==> config.mk <==
export PLATFORM = sky130hd
export DESIGN_NAME = hazard_ctrl
export DESIGN_NICKNAME = d
export VERILOG_FILES = /design/src/rtl/hazard_ctrl.sv
export SDC_FILE = /design/constraint.sdc
export NUM_CORES = 1
export LEC_CHECK = 0
export CAP_MARGIN = 20
export CELL_PAD_IN_SITES_DETAIL_PLACEMENT = 1
export CELL_PAD_IN_SITES_GLOBAL_PLACEMENT = 2
export CORE_MARGIN = 8
export CORE_UTILIZATION = 28
export CTS_BUF_LIST = sky130_fd_sc_hd__clkbuf_8
export DETAILED_ROUTE_END_ITERATION = 8
export GPL_TIMING_DRIVEN = 0
export PLACE_DENSITY_LB_ADDON = 0.1
export SYNTH_ARGS = -nofsm -noshare
export SYNTH_HDL_FRONTEND = slang
export SYNTH_SLANG_ARGS = --single-unit
==> constraint.sdc <==
create_clock -name clk -period 2.49 [get_ports clk]
set_clock_uncertainty 0.15 [all_clocks]
set_input_delay 0.498 -clock clk [delete_from_list [all_inputs] [get_ports clk]]
set_output_delay 0.498 -clock clk [all_outputs]
set_load 0.02 [all_outputs]
==> src/rtl/hazard_ctrl.sv <==
// hazard_ctrl: pipeline hazard controller for a classic 5-stage in-order core.
// Resolves memory back-pressure, taken-branch flushes (with optional
// multi-cycle IF/ID flush) and single-cycle load-use stalls. All control
// outputs are combinational from the registered state and the current
// inputs, so they take effect in the same cycle. Two saturating counters
// track stall cycles and accepted branch flushes.
module hazard_ctrl #(
    parameter int FLUSH_CYCLES = 1,   // IF/ID flush length per taken branch, 1..4
    parameter int CNT_W        = 16   // width of each performance counter
) (
    input  logic             clk,
    input  logic             reset,
    input  logic [4:0]       id_rs1,
    input  logic [4:0]       id_rs2,
    input  logic             id_use_rs1,
    input  logic             id_use_rs2,
    input  logic [4:0]       ex_rd,
    input  logic             ex_mem_read,
    input  logic             branch_taken,
    input  logic             mem_busy,
    output logic             pc_write,
    output logic             ifid_write,
    output logic             ifid_flush,
    output logic             idex_bubble,
    output logic             pipe_hold,
    output logic [CNT_W-1:0] stall_cnt,
    output logic [CNT_W-1:0] flush_cnt
);

    typedef enum logic [1:0] {
        RUN      = 2'd0,
        LU_STALL = 2'd1,
        FLUSH    = 2'd2,
        MEM_WAIT = 2'd3
    } state_t;

    // Extra flush cycles that follow the branch-acceptance cycle itself.
    localparam logic [2:0] FLUSH_LOAD  = 3'(FLUSH_CYCLES - 1);
    localparam bit         MULTI_FLUSH = (FLUSH_CYCLES > 1);
    localparam logic [CNT_W-1:0] CNT_MAX = {CNT_W{1'b1}};

    state_t           r_state;
    state_t           w_state_next;
    logic             r_pend_flush;
    logic             w_pend_next;
    logic [2:0]       r_flush_ctr;
    logic [2:0]       w_flush_ctr_next;
    logic [CNT_W-1:0] r_stall_cnt;
    logic [CNT_W-1:0] r_flush_cnt;
    logic             w_stall_inc;
    logic             w_flush_inc;
    logic             w_lu_raw;
    logic             w_lu;
    logic             w_branch;
    logic             w_flush_cont;

    // Load-use detection; x0 never carries a real dependency.
    always_comb begin
        w_lu_raw = ex_mem_read && (ex_rd != 5'd0) &&
                   ((id_use_rs1 && (ex_rd == id_rs1)) ||
                    (id_use_rs2 && (ex_rd == id_rs2)));
        // The cycle after a load-use stall the load has moved on, but the
        // ID instruction is unchanged; suppress so each hazard stalls once.
        w_lu         = w_lu_raw && (r_state != LU_STALL);
        w_branch     = branch_taken || r_pend_flush;
        // The flush down-counter, not the state, carries an in-progress
        // flush so that it survives an intervening memory wait.
        w_flush_cont = (r_flush_ctr != 3'd0);
    end

    // Next-state and control-output decode, highest priority first.
    always_comb begin
        pc_write         = 1'b1;
        ifid_write       = 1'b1;
        ifid_flush       = 1'b0;
        idex_bubble      = 1'b0;
        pipe_hold        = 1'b0;
        w_state_next     = RUN;
        w_pend_next      = r_pend_flush;
        w_flush_ctr_next = r_flush_ctr;
        w_stall_inc      = 1'b0;
        w_flush_inc      = 1'b0;

        if (reset) begin
            // Outputs stay idle; register clearing happens in the state flops.
            w_pend_next      = 1'b0;
            w_flush_ctr_next = 3'd0;
        end else if (mem_busy) begin
            // Whole pipe freezes; a branch seen now is remembered for later.
            pc_write     = 1'b0;
            ifid_write   = 1'b0;
            pipe_hold    = 1'b1;
            w_state_next = MEM_WAIT;
            w_pend_next  = r_pend_flush || branch_taken;
            w_stall_inc  = 1'b1;
        end else if (w_branch) begin
            // Redirect: kill the fetched instruction and bubble the ID one.
            ifid_flush  = 1'b1;
            idex_bubble = 1'b1;
            w_pend_next = 1'b0;
            w_flush_inc = 1'b1;
            if (MULTI_FLUSH) begin
                w_state_next     = FLUSH;
                w_flush_ctr_next = FLUSH_LOAD;
            end else begin
                w_state_next     = RUN;
                w_flush_ctr_next = 3'd0;
            end
        end else if (w_flush_cont) begin
            // Trailing flush cycles: only IF/ID is cleared, ID/EX flows.
            ifid_flush       = 1'b1;
            w_flush_ctr_next = r_flush_ctr - 3'd1;
            w_state_next     = (r_flush_ctr == 3'd1) ? RUN : FLUSH;
        end else if (w_lu) begin
            pc_write     = 1'b0;
            ifid_write   = 1'b0;
            idex_bubble  = 1'b1;
            w_state_next = LU_STALL;
            w_stall_inc  = 1'b1;
        end else begin
            w_state_next = RUN;
        end
    end

    // State, pending-flush and flush down-counter registers.
    always_ff @(posedge clk) begin
        if (reset) begin
            r_state      <= RUN;
            r_pend_flush <= 1'b0;
            r_flush_ctr  <= 3'd0;
        end else begin
            r_state      <= w_state_next;
            r_pend_flush <= w_pend_next;
            r_flush_ctr  <= w_flush_ctr_next;
        end
    end

    // Saturating performance counters.
    always_ff @(posedge clk) begin
        if (reset) begin
            r_stall_cnt <= '0;
            r_flush_cnt <= '0;
        end else begin
            if (w_stall_inc && (r_stall_cnt != CNT_MAX)) begin
                r_stall_cnt <= r_stall_cnt + 1'b1;
            end
            if (w_flush_inc && (r_flush_cnt != CNT_MAX)) begin
                r_flush_cnt <= r_flush_cnt + 1'b1;
            end
        end
    end

    assign stall_cnt = r_stall_cnt;
    assign flush_cnt = r_flush_cnt;

endmodule

==> results.yml, run 1 <==
setup_path:
  crit_path_max_fanout: 3
  endpoint_kind: "output port"
  reg2reg_depth: 10
  r2r_slack_ns: 0.11
  cp_num_buf_inv: 4
  arrival_ns: 1.93
  setup.worst_path.class: "register to output port"
  crit_top_cell: "buf_6"
  crit_family: "simple AND/OR/NAND/NOR gates"
  cp_slowest_cell: "or3b_4"
  rr_endpoint: "stall_cnt[7]$_SDFFE_PP0P_"
  critical_path.endpoint: "idex_bubble"
  cp_data_required_time_ns: 1.84
  path_cells: "inv_2, ha_4, nand2b_4, or3b_4, buf_6, buf_6, nor2_4, a21oi_2, nor3_2, buf_4"
  cp-startpoint: "r_flush_ctr[0]$_SDFFE_PP0P_"
  crit_cells: 10
  critPathMaxStageDelay_ns: 0.40
  start_kind: "register"
  reg2reg_from: "r_flush_ctr[0]$_SDFFE_PP0P_"
outcome:
  violations: "setup timing"
  status: "complete, but fails checks"
power_and_ir_drop:
  ir_drop_mv: 0.2007
  cellLeakagePower_nw: 1.121
  p_per_area_nw_per_um2: 397.0
yosys:
  synth_cell_types: 41
  synth-main-ff-cell: "dfxtp_1"
  synth_area_leaders: "dfxtp_1, xnor2_1, nor2_1, nand3_1, xor2_1"
  synthesis.nets: 263
  synth_edf_count: 0
  syn_area_per_cell_um2: 8.562
  ys_ff_latch: 38
  yosysMostFrequentCell: "nor2_1"
  synth_warnings: 0
  yosysSeqAreaShare_pct: 37.65
  syn-instance-count: 236
  netlist_top_cells_count: "nor2_1, dfxtp_1, xnor2_1, nand3_1, nand2_1"
  async_reset_ff_share_pct: 0
  synth_top_area_cell: "dfxtp_1"
  yosysTopAreaCellShare_pct: 37.65
  netlist_area_um2: 2021
finish:
  final_nets: 353
  areaGrowthSynthToFinish_pct: 53.37
  layout-drive-gt1-share_pct: 22.02
  diodes: 0
clock_tree:
  clk_pin_slew_ns: 0.08
  clk_latency_ns: 0.29
  root_buffer: "clkbuf_8"
  hold_buffers: 0
  clock-sinks: 38
  numCtsBuffers: 5
  clock_path_buffers: 2
  cts_tree: "built"
  htree_levels: 2
place:
  portBuffers: 57
  gp_congestion: 0.7407
  dp_hpwl_mm: 4.335
drt:
  firstDrtPassIters: 4
  drt_iter0_drc: 53
  vias: 1964
  drc_errors: 0
  via_per_inst: 4.610
  wl_per_cell_um: 14.35
  wl_mm: 6.112
  ant_nets: 0
global_route:
  gr-total-overflow: 0
  globalRouteTotalUtil_pct: 12.17
  grt_pass1_wl_mm: 9.922
  antenna_found_initial: 0
  grt_start_max_net_pins: 12
  grt_pass1_vias: 1993
floorplanning:
  core_um2: 7137
  io_pins: 59
  die_x_um: 101.0
  die_height_um: 101.0
  initial_core_util_pct: 28.31
  dieArea_um2: 10190
  rows: 31
sta:
  setup_viol: 3
  timing.fmax_mhz: 388.0
  rsz0062_at_grt: "yes"
  min_period_over_period_pct: 103.5
  worst_pin_slew_ns: 0.5236
  setup_ws_ns: -0.08712
  tns_ns: -0.1894
  drv_slew: 0
  relSlewSlack_pct: 65.09
  hold_violations: 0
  min_period_ns: 2.577
  hold_slack_ns: 0.3581
job:
  maxCapViolCount: 0
hold_path:
  hp-class: "register to register"
[cell families (layout without fill, tap and decap cells)]
kind of cell               after synthesis  in the layout  share of synthesized area [%]
adders and majority gates                5              5                          3.096
and+or+nand+nor                        115            115                          32.26
muxes                                    3              3                          1.486
DFF                                     38             38                          37.65
xor gates and xnor gates                33             33                          14.30
buffers and inverters                   18            109                          4.025
AOI/OAI and AO/OA                       24             24                          7.184
[sequential cells by signal (all words and copies together), names as in the netlist]
register	flops
flush_cnt	16
stall_cnt	16
r_flush_ctr	3
r_state	2
r_pend_flush	1
[placed cells by master (no fill, tap or decap), types with 3 or more instances in the layout]
| cell | n |
|---|---|
| ha_1 | 4 |
| clkbuf_2 | 3 |
| a21oi_1 | 8 |
| nor2_4 | 4 |
| and4_1 | 4 |
| buf_2 | 3 |
| buf_6 | 5 |
| and3_1 | 5 |
| xor2_1 | 8 |
| nand2_1 | 12 |
| nand4_1 | 9 |
| dlygate4sd2_1 | 8 |
| xnor2_1 | 25 |
| nor2_1 | 36 |
| clkbuf_8 | 6 |
| nand3_1 | 14 |
| and2_1 | 3 |
| buf_4 | 26 |
| clkdlybuf4s50_1 | 41 |
| nor3_1 | 5 |
| o21ai_0 | 7 |
| inv_1 | 7 |
| clkbuf_1 | 5 |
| mux2i_1 | 3 |
| dfxtp_1 | 36 |
| or3_1 | 5 |
[how the worst min path moves through the flow]
stage / start / end / cells past startpoint
detailed placement: r_flush_ctr[1]$_SDFFE_PP0P_ / r_flush_ctr[1]$_SDFFE_PP0P_ / 2
floorplan: r_pend_flush$_SDFFE_PP0P_ / r_pend_flush$_SDFFE_PP0P_ / 2
global placement: r_flush_ctr[1]$_SDFFE_PP0P_ / r_flush_ctr[1]$_SDFFE_PP0P_ / 2
CTS: r_flush_ctr[0]$_SDFFE_PP0P_ / r_flush_ctr[0]$_SDFFE_PP0P_ / 2
finish: r_flush_ctr[0]$_SDFFE_PP0P_ / r_flush_ctr[0]$_SDFFE_PP0P_ / 2
global route: r_flush_ctr[0]$_SDFFE_PP0P_ / r_flush_ctr[0]$_SDFFE_PP0P_ / 2
[metrics by stage]
stage | instance area, um2 | instances | utilization [%] | worst slack, ns | total power [mW]
finish | 3099 | 426 | 43.43 | -0.08712 | 1.230
global placement | 2715 | 392 | 38.04 | -1.158 | 0.7750
detailed placement | 2715 | 392 | 38.04 | -1.155 | 0.7753
global route | 3099 | 426 | 43.43 | -0.1602 | 1.290
CTS | 2970 | 413 | 41.62 | -0.2362 | 1.245
floorplan | 2021 | 236 | - | 0.04602 | 0.7035
[routing by layer]
metal,GRT usage (%),vias to the layer above,part of all wire (%),wire (um)
li1,-,984,-,-
met5,0,-,0,0
met3,3.453,4,6.3,386
met1,14.81,932,45,2777
met4,3.780,0,0.75,46
met2,20.12,44,47,2902
[power breakdown]
group | leakage, nW | internal [mW] | switching [mW]
sequential | 0.308 | 0.613 | 0.00530
combinational | 0.761 | 0.0843 | 0.0817
clock | 0.0524 | 0.220 | 0.226
[layout make-up]
type                            instances  area [um2]
Fill cell                             867        4038
Multi-Input combinational cell        180        1292
Sequential cell                        38       763.2
Timing Repair Buffer                   85       755.7
Tap cell                               99       123.9
Clock buffer                            6       82.58
Buffer                                  8       42.54
Inverter                                8       30.03
Clock inverter                          2       8.758
[what timing repair did]
| action | 4_1_cts | 5_1_grt |
|---|---|---|
| pin swaps | 17 | 10 |
| buffers inserted | 13 | 15 |
| gates resized for setup | 53 | 19 |
| cloned | 0 | 0 |
| endpoints found under the setup margin | 20 | 22 |
| endpoints found under the hold margin | 0 | 0 |
[worst reg2reg max path, stage by stage (launching register included)]
cell and delay (ns):
dfxtp_2 0.34, inv_2 0.07, ha_4 0.15, nand2b_4 0.05, or3b_4 0.40, nor4_4 0.23
a21oi_4 0.13, buf_4 0.16, or3_1 0.37, xor2_1 0.15, nor2_1 0.05
Note: power is estimated with default switching activity, not from simulation.
==> inputs of run 2 (changes only) <==
- CAP_MARGIN: 20 -> unset
- CORE_MARGIN: 8 -> 1.5
- CORE_UTILIZATION: 28 -> 27
- CTS_BUF_LIST: sky130_fd_sc_hd__clkbuf_8 -> unset
==> run 2 against run 1 <==
The flow still finishes with violations (setup timing); sequential power hardly changed; worst setup slack worse by 0.023 ns; critical endpoint is now pc_write; total power is 2.1% lower; sequential cell count stayed put; largest power group unchanged.
==> results.yml, run 2 (synthesis results as in run 1) <==
outcome:
  status: "complete, but fails checks"
  violations: "setup timing"
clock_tree:
  clock_path_buffers: 2
  hold_buffers: 0
  cts_tree: "built"
  clk_pin_slew_ns: 0.08
  numCtsBuffers: 5
  root_buffer: "clkbuf_8"
  clk_latency_ns: 0.29
  clock-sinks: 38
  htree_levels: 2
drt:
  drc_errors: 0
  wl_per_cell_um: 13.46
  wl_mm: 5.546
  via_per_inst: 4.590
  drt_iter0_drc: 39
  vias: 1891
  firstDrtPassIters: 4
  ant_nets: 0
sta:
  setup_ws_ns: -0.1105
  hold_slack_ns: 0.3314
  worst_pin_slew_ns: 0.5197
  rsz0062_at_grt: "yes"
  relSlewSlack_pct: 65.35
  drv_slew: 0
  setup_viol: 2
  min_period_ns: 2.600
  tns_ns: -0.1912
  min_period_over_period_pct: 104.4
  timing.fmax_mhz: 384.5
  hold_violations: 0
place:
  place_ws_ns: -1.149
  dp_hpwl_mm: 3.931
  gp_congestion: 0.7360
  placed_area_um2: 2715
  portBuffers: 57
setup_path:
  cp_data_required_time_ns: 1.84
  setup.worst_path.class: "input pin to output port"
  cp_num_buf_inv: 4
  path_cells: "clkdlybuf4s15_2, or4_4, nor2_4, nor4_4, a21oi_2, buf_6, buf_6, buf_6"
  crit_path_max_fanout: 3
  reg2reg_from: "r_flush_ctr[0]$_SDFFE_PP0P_"
  endpoint_kind: "output port"
  rr_endpoint: "stall_cnt[14]$_SDFFE_PP0P_"
  critPathMaxStageDelay_ns: 0.50
  arrival_ns: 1.95
  reg2reg_depth: 11
  start_kind: "input pin"
  r2r_slack_ns: 0.13
  cp_slowest_cell: "or4_4"
  crit_top_cell: "buf_6"
  crit_family: "simple AND/OR/NAND/NOR gates"
global_route:
  gr-total-overflow: 0
  grt_pass1_vias: 1932
  grt_start_max_net_pins: 12
  antenna_found_initial: 0
  grt_pass1_wl_mm: 9.108
  globalRouteTotalUtil_pct: 14.83
hold_path:
  hold_depth: 2
  hp-class: "register to register"
  min_delay_worst_endpoint: "r_flush_ctr[1]$_SDFFE_PP0P_"
  holdCritStartpoint: "r_flush_ctr[1]$_SDFFE_PP0P_"
finish:
  final_nets: 339
  final_cell_mix: "nor2_1, dfxtp_1, clkdlybuf4s50_1, xnor2_1, nand3_1"
  fin_area_um2: 2925
  diodes: 0
  areaGrowthSynthToFinish_pct: 44.77
  layout-drive-gt1-share_pct: 16.93
floorplanning:
  dieArea_um2: 8012
  rows: 31
  die_height_um: 89.51
  io_pins: 59
  die_x_um: 89.51
  initial_core_util_pct: 27.86
  core_um2: 7253
power_and_ir_drop:
  power_mw: 1.205
  ir_drop_mv: 0.1742
  cellLeakagePower_nw: 1.052
  p_per_area_nw_per_um2: 411.9
job:
  maxCapViolCount: 0
[run 2: cell types whose count changed in the layout (fill, tap and decap cells not counted), sizes merged]
cell	before	now
clkdlybuf4s50	41	36
dlymetal6s2s	0	1
buf	34	19
dlygate4sd2	8	13
clkdlybuf4s15	1	2
inv	9	8
[run 2: area by class of cell]
class                      instances  area, um2
fill                             873       4328
buffer                             9      53.80
sequential                        38      763.2
multi-input combinational        180       1225
timing repair buffer              70      638.1
tap                               99      123.9
inverter                           8      30.03
clock buffer                       7      86.33
clock inverter                     1      5.005
[run 2: timing repair]
| item | CTS | global route |
|---|---|---|
| pin swaps | 19 | 7 |
| gates resized for setup | 55 | 5 |
| setup buffers | 9 | 4 |
| setup endpoints to repair | 21 | 20 |
[run 2: routing by layer]
layer,global-route usage [%],part of all wire [%],vias to the layer above
met5,0,0,-
met4,3.916,0.97,0
met3,3.324,4.0,6
met2,24.81,47,44
met1,19.25,48,887
li1,-,-,954
[run 2: tightest hold or removal path, cell delays in order, from the launching register on]
cell     delay [ns]
dfxtp_2        0.33
o21ai_0        0.06
a21oi_1        0.06
[run 2: metrics by stage]
step / std cells / utilization [%]
after floorplan: 236 / -
after global placement: 392 / 37.43
after detailed placement: 392 / 37.43
after CTS: 408 / 39.97
after global routing: 412 / 40.33
final: 412 / 40.33
[run 2: worst max path at each step]
stage                to                         from  slack [ns]  depth (start not counted)
5_1_grt        pc_write  r_flush_ctr[0]$_SDFFE_PP0P_       -0.21                          9
4_1_cts        pc_write  r_flush_ctr[1]$_SDFFE_PP0P_       -0.24                          9
6_report       pc_write                     ex_rd[1]       -0.11                          8
3_5_place_dp   pc_write                     ex_rd[1]       -1.15                          8
2_1_floorplan  pc_write                     ex_rd[1]        0.05                          6
3_3_place_gp   pc_write                     ex_rd[1]       -1.16                          8
[run 2: power breakdown]
group	internal, mW	leakage (nW)	switching (mW)
combinational	0.0694	0.696	0.0727
sequential	0.613	0.308	0.00497
clock	0.224	0.0482	0.221
==> inputs of run 3 (changes only) <==
- CORE_UTILIZATION: 27 -> 24
- clock period: 2.49 -> 2.3 ns (I/O delays scaled with it)
==> run 3 against run 2 <==
The flow still finishes with violations (setup timing); core utilization down 2.2 points; die area up 12%; count of clock-buffer cells in the layout down 2; first-iteration DRC count down 18%; highest routed layer unchanged; cell area up 6.5%; combinational power up 24%; worst setup slack worse by 0.11 ns; worst hold slack worse by 0.016 ns; register-to-register slack worse by 0.10 ns; via count down 0.63%; routed wire length up 1.9%.
==> results.yml, run 3 (synthesis results as in run 1) <==
outcome:
  status: "complete, but fails checks"
  violations: "setup timing"
sta:
  hold_slack_ns: 0.3154
  worst_pin_slew_ns: 0.5422
  setup_viol: 3
  setup_ws_ns: -0.2251
  timing.fmax_mhz: 396.0
  min_period_ns: 2.525
  rsz0062_at_grt: "yes"
  hold_violations: 0
  drv_slew: 0
  relSlewSlack_pct: 63.86
  min_period_over_period_pct: 109.8
place:
  placed_area_um2: 2738
  portBuffers: 57
  place_ws_ns: -1.176
  gp_congestion: 0.6889
  dp_hpwl_mm: 3.999
clock_tree:
  clk_latency_ns: 0.29
  clock_path_buffers: 2
  clk_pin_slew_ns: 0.08
  hold_buffers: 0
  cts_tree: "built"
  clock-sinks: 38
  root_buffer: "clkbuf_8"
  numCtsBuffers: 5
  htree_levels: 2
finish:
  areaGrowthSynthToFinish_pct: 54.12
  final_nets: 349
  final_util_pct: 38.09
  layout_commonest_cell: "dfxtp_1"
  fillers: 969
  final_cell_mix: "dfxtp_1, nor2_1, clkdlybuf4s50_1, xnor2_1, buf_4"
  layout-drive-gt1-share_pct: 22.98
  diodes: 0
  fin_area_um2: 3114
drt:
  routed.top_layer: "met4"
  wl_met1_mm: 2.740
  wl_mm: 5.654
  vias: 1879
  firstDrtPassIters: 4
  wl_met3_um: 287
  wl_met2_mm: 2.561
  drt_iter0_drc: 32
  ant_nets: 0
  wl_per_cell_um: 13.24
  via_per_inst: 4.400
  drc_errors: 0
setup_path:
  reg2reg_from: "r_flush_ctr[1]$_SDFFE_PP0P_"
  crit_path_max_fanout: 4
  rr_endpoint: "stall_cnt[14]$_SDFFE_PP0P_"
  setup.worst_path.class: "register to output port"
  r2r_slack_ns: 0.03
  reg2reg_depth: 12
  start_kind: "register"
  arrival_ns: 1.92
  endpoint_kind: "output port"
  cp_data_required_time_ns: 1.69
floorplanning:
  die_x_um: 94.76
  core_um2: 8175
  dieArea_um2: 8979
  io_pins: 59
  initial_core_util_pct: 24.72
  die_height_um: 94.76
  rows: 33
global_route:
  globalRouteTotalUtil_pct: 13.34
  grt_start_max_net_pins: 12
  grt_pass1_wl_mm: 9.280
  gr-total-overflow: 0
  grt_pass1_vias: 1911
  antenna_found_initial: 0
power_and_ir_drop:
  ir_drop_mv: 0.1716
  cellLeakagePower_nw: 1.116
  p_per_area_nw_per_um2: 414.5
hold_path:
  hold_depth: 3
  min_delay_worst_endpoint: "r_pend_flush$_SDFFE_PP0P_"
  holdCritStartpoint: "branch_taken"
  hp-class: "input pin to register"
job:
  maxCapViolCount: 0
run 3: cell count changes in the layout (fill, tap and decap cells not counted), sizes merged:
cell           previous run  this run
clkbuf                   15        12
clkinv                    1         2
clkdlybuf4s15             2         3
clkdlybuf4s50            36        35
buf                      19        31
dlygate4sd2              13        12
run 3: worst max-delay path by stage:
stage | from | endpoint | slack (ns) | cells after the start
after floorplan | r_flush_ctr[0]$_SDFFE_PP0P_ | idex_bubble | 0.009 | 7
final | r_flush_ctr[1]$_SDFFE_PP0P_ | pc_write | -0.23 | 9
after CTS | r_flush_ctr[1]$_SDFFE_PP0P_ | pc_write | -0.36 | 9
after global routing | r_flush_ctr[1]$_SDFFE_PP0P_ | pc_write | -0.32 | 9
after detailed placement | ex_rd[1] | pc_write | -1.18 | 8
after global placement | ex_rd[1] | pc_write | -1.18 | 8
run 3: through the flow:
| step | cells | TNS (ns) | power [mW] |
|---|---|---|---|
| 6_report | 427 | -0.5339 | 1.291 |
| 5_1_grt | 427 | -1.300 | 1.367 |
| 4_1_cts | 420 | -1.241 | 1.317 |
| 3_5_place_dp | 398 | -18.30 | 0.8430 |
| 3_3_place_gp | 398 | -17.22 | 0.8414 |
| 2_1_floorplan | 236 | 0 | 0.7632 |
run 3: timing repair:
action                     4_1_cts  5_1_grt
buffers inserted                17        8
setup endpoints to repair       30       21
resized for setup               73       12
pin swaps                       30       15
run 3: final cells by class:
class                      instances  area [um2]  area share [%]
sequential                        38       763.2           24.51
inverter                           8       30.03          0.9642
buffer                             9       53.80           1.728
clock inverter                     2       10.01          0.3214
timing repair buffer              80       723.2           23.22
multi-input combinational        180        1334           42.83
tap                              105       131.4           4.219
clock buffer                       5       68.82           2.210
run 3: power by group:
group / switching (mW) / internal [mW]
Sequential: 0.00530 / 0.664
Clock: 0.242 / 0.204
Combinational: 0.0879 / 0.0878
Total: 0.335 / 0.956
run 3: per-layer routing:
layer	up-vias	global-route usage, %
met5	-	0
met4	0	4.104
met3	5	3.221
met2	41	22.02
met1	859	17.06
li1	974	-
run 3: critical path: stages, from the launching register on:
cell,delay [ns]
dfxtp_2,0.32
inv_2,0.07
ha_4,0.15
nand2b_4,0.05
or3b_4,0.39
nor4_4,0.17
a21oi_2,0.11
buf_6,0.14
buf_6,0.10
buf_6,0.12
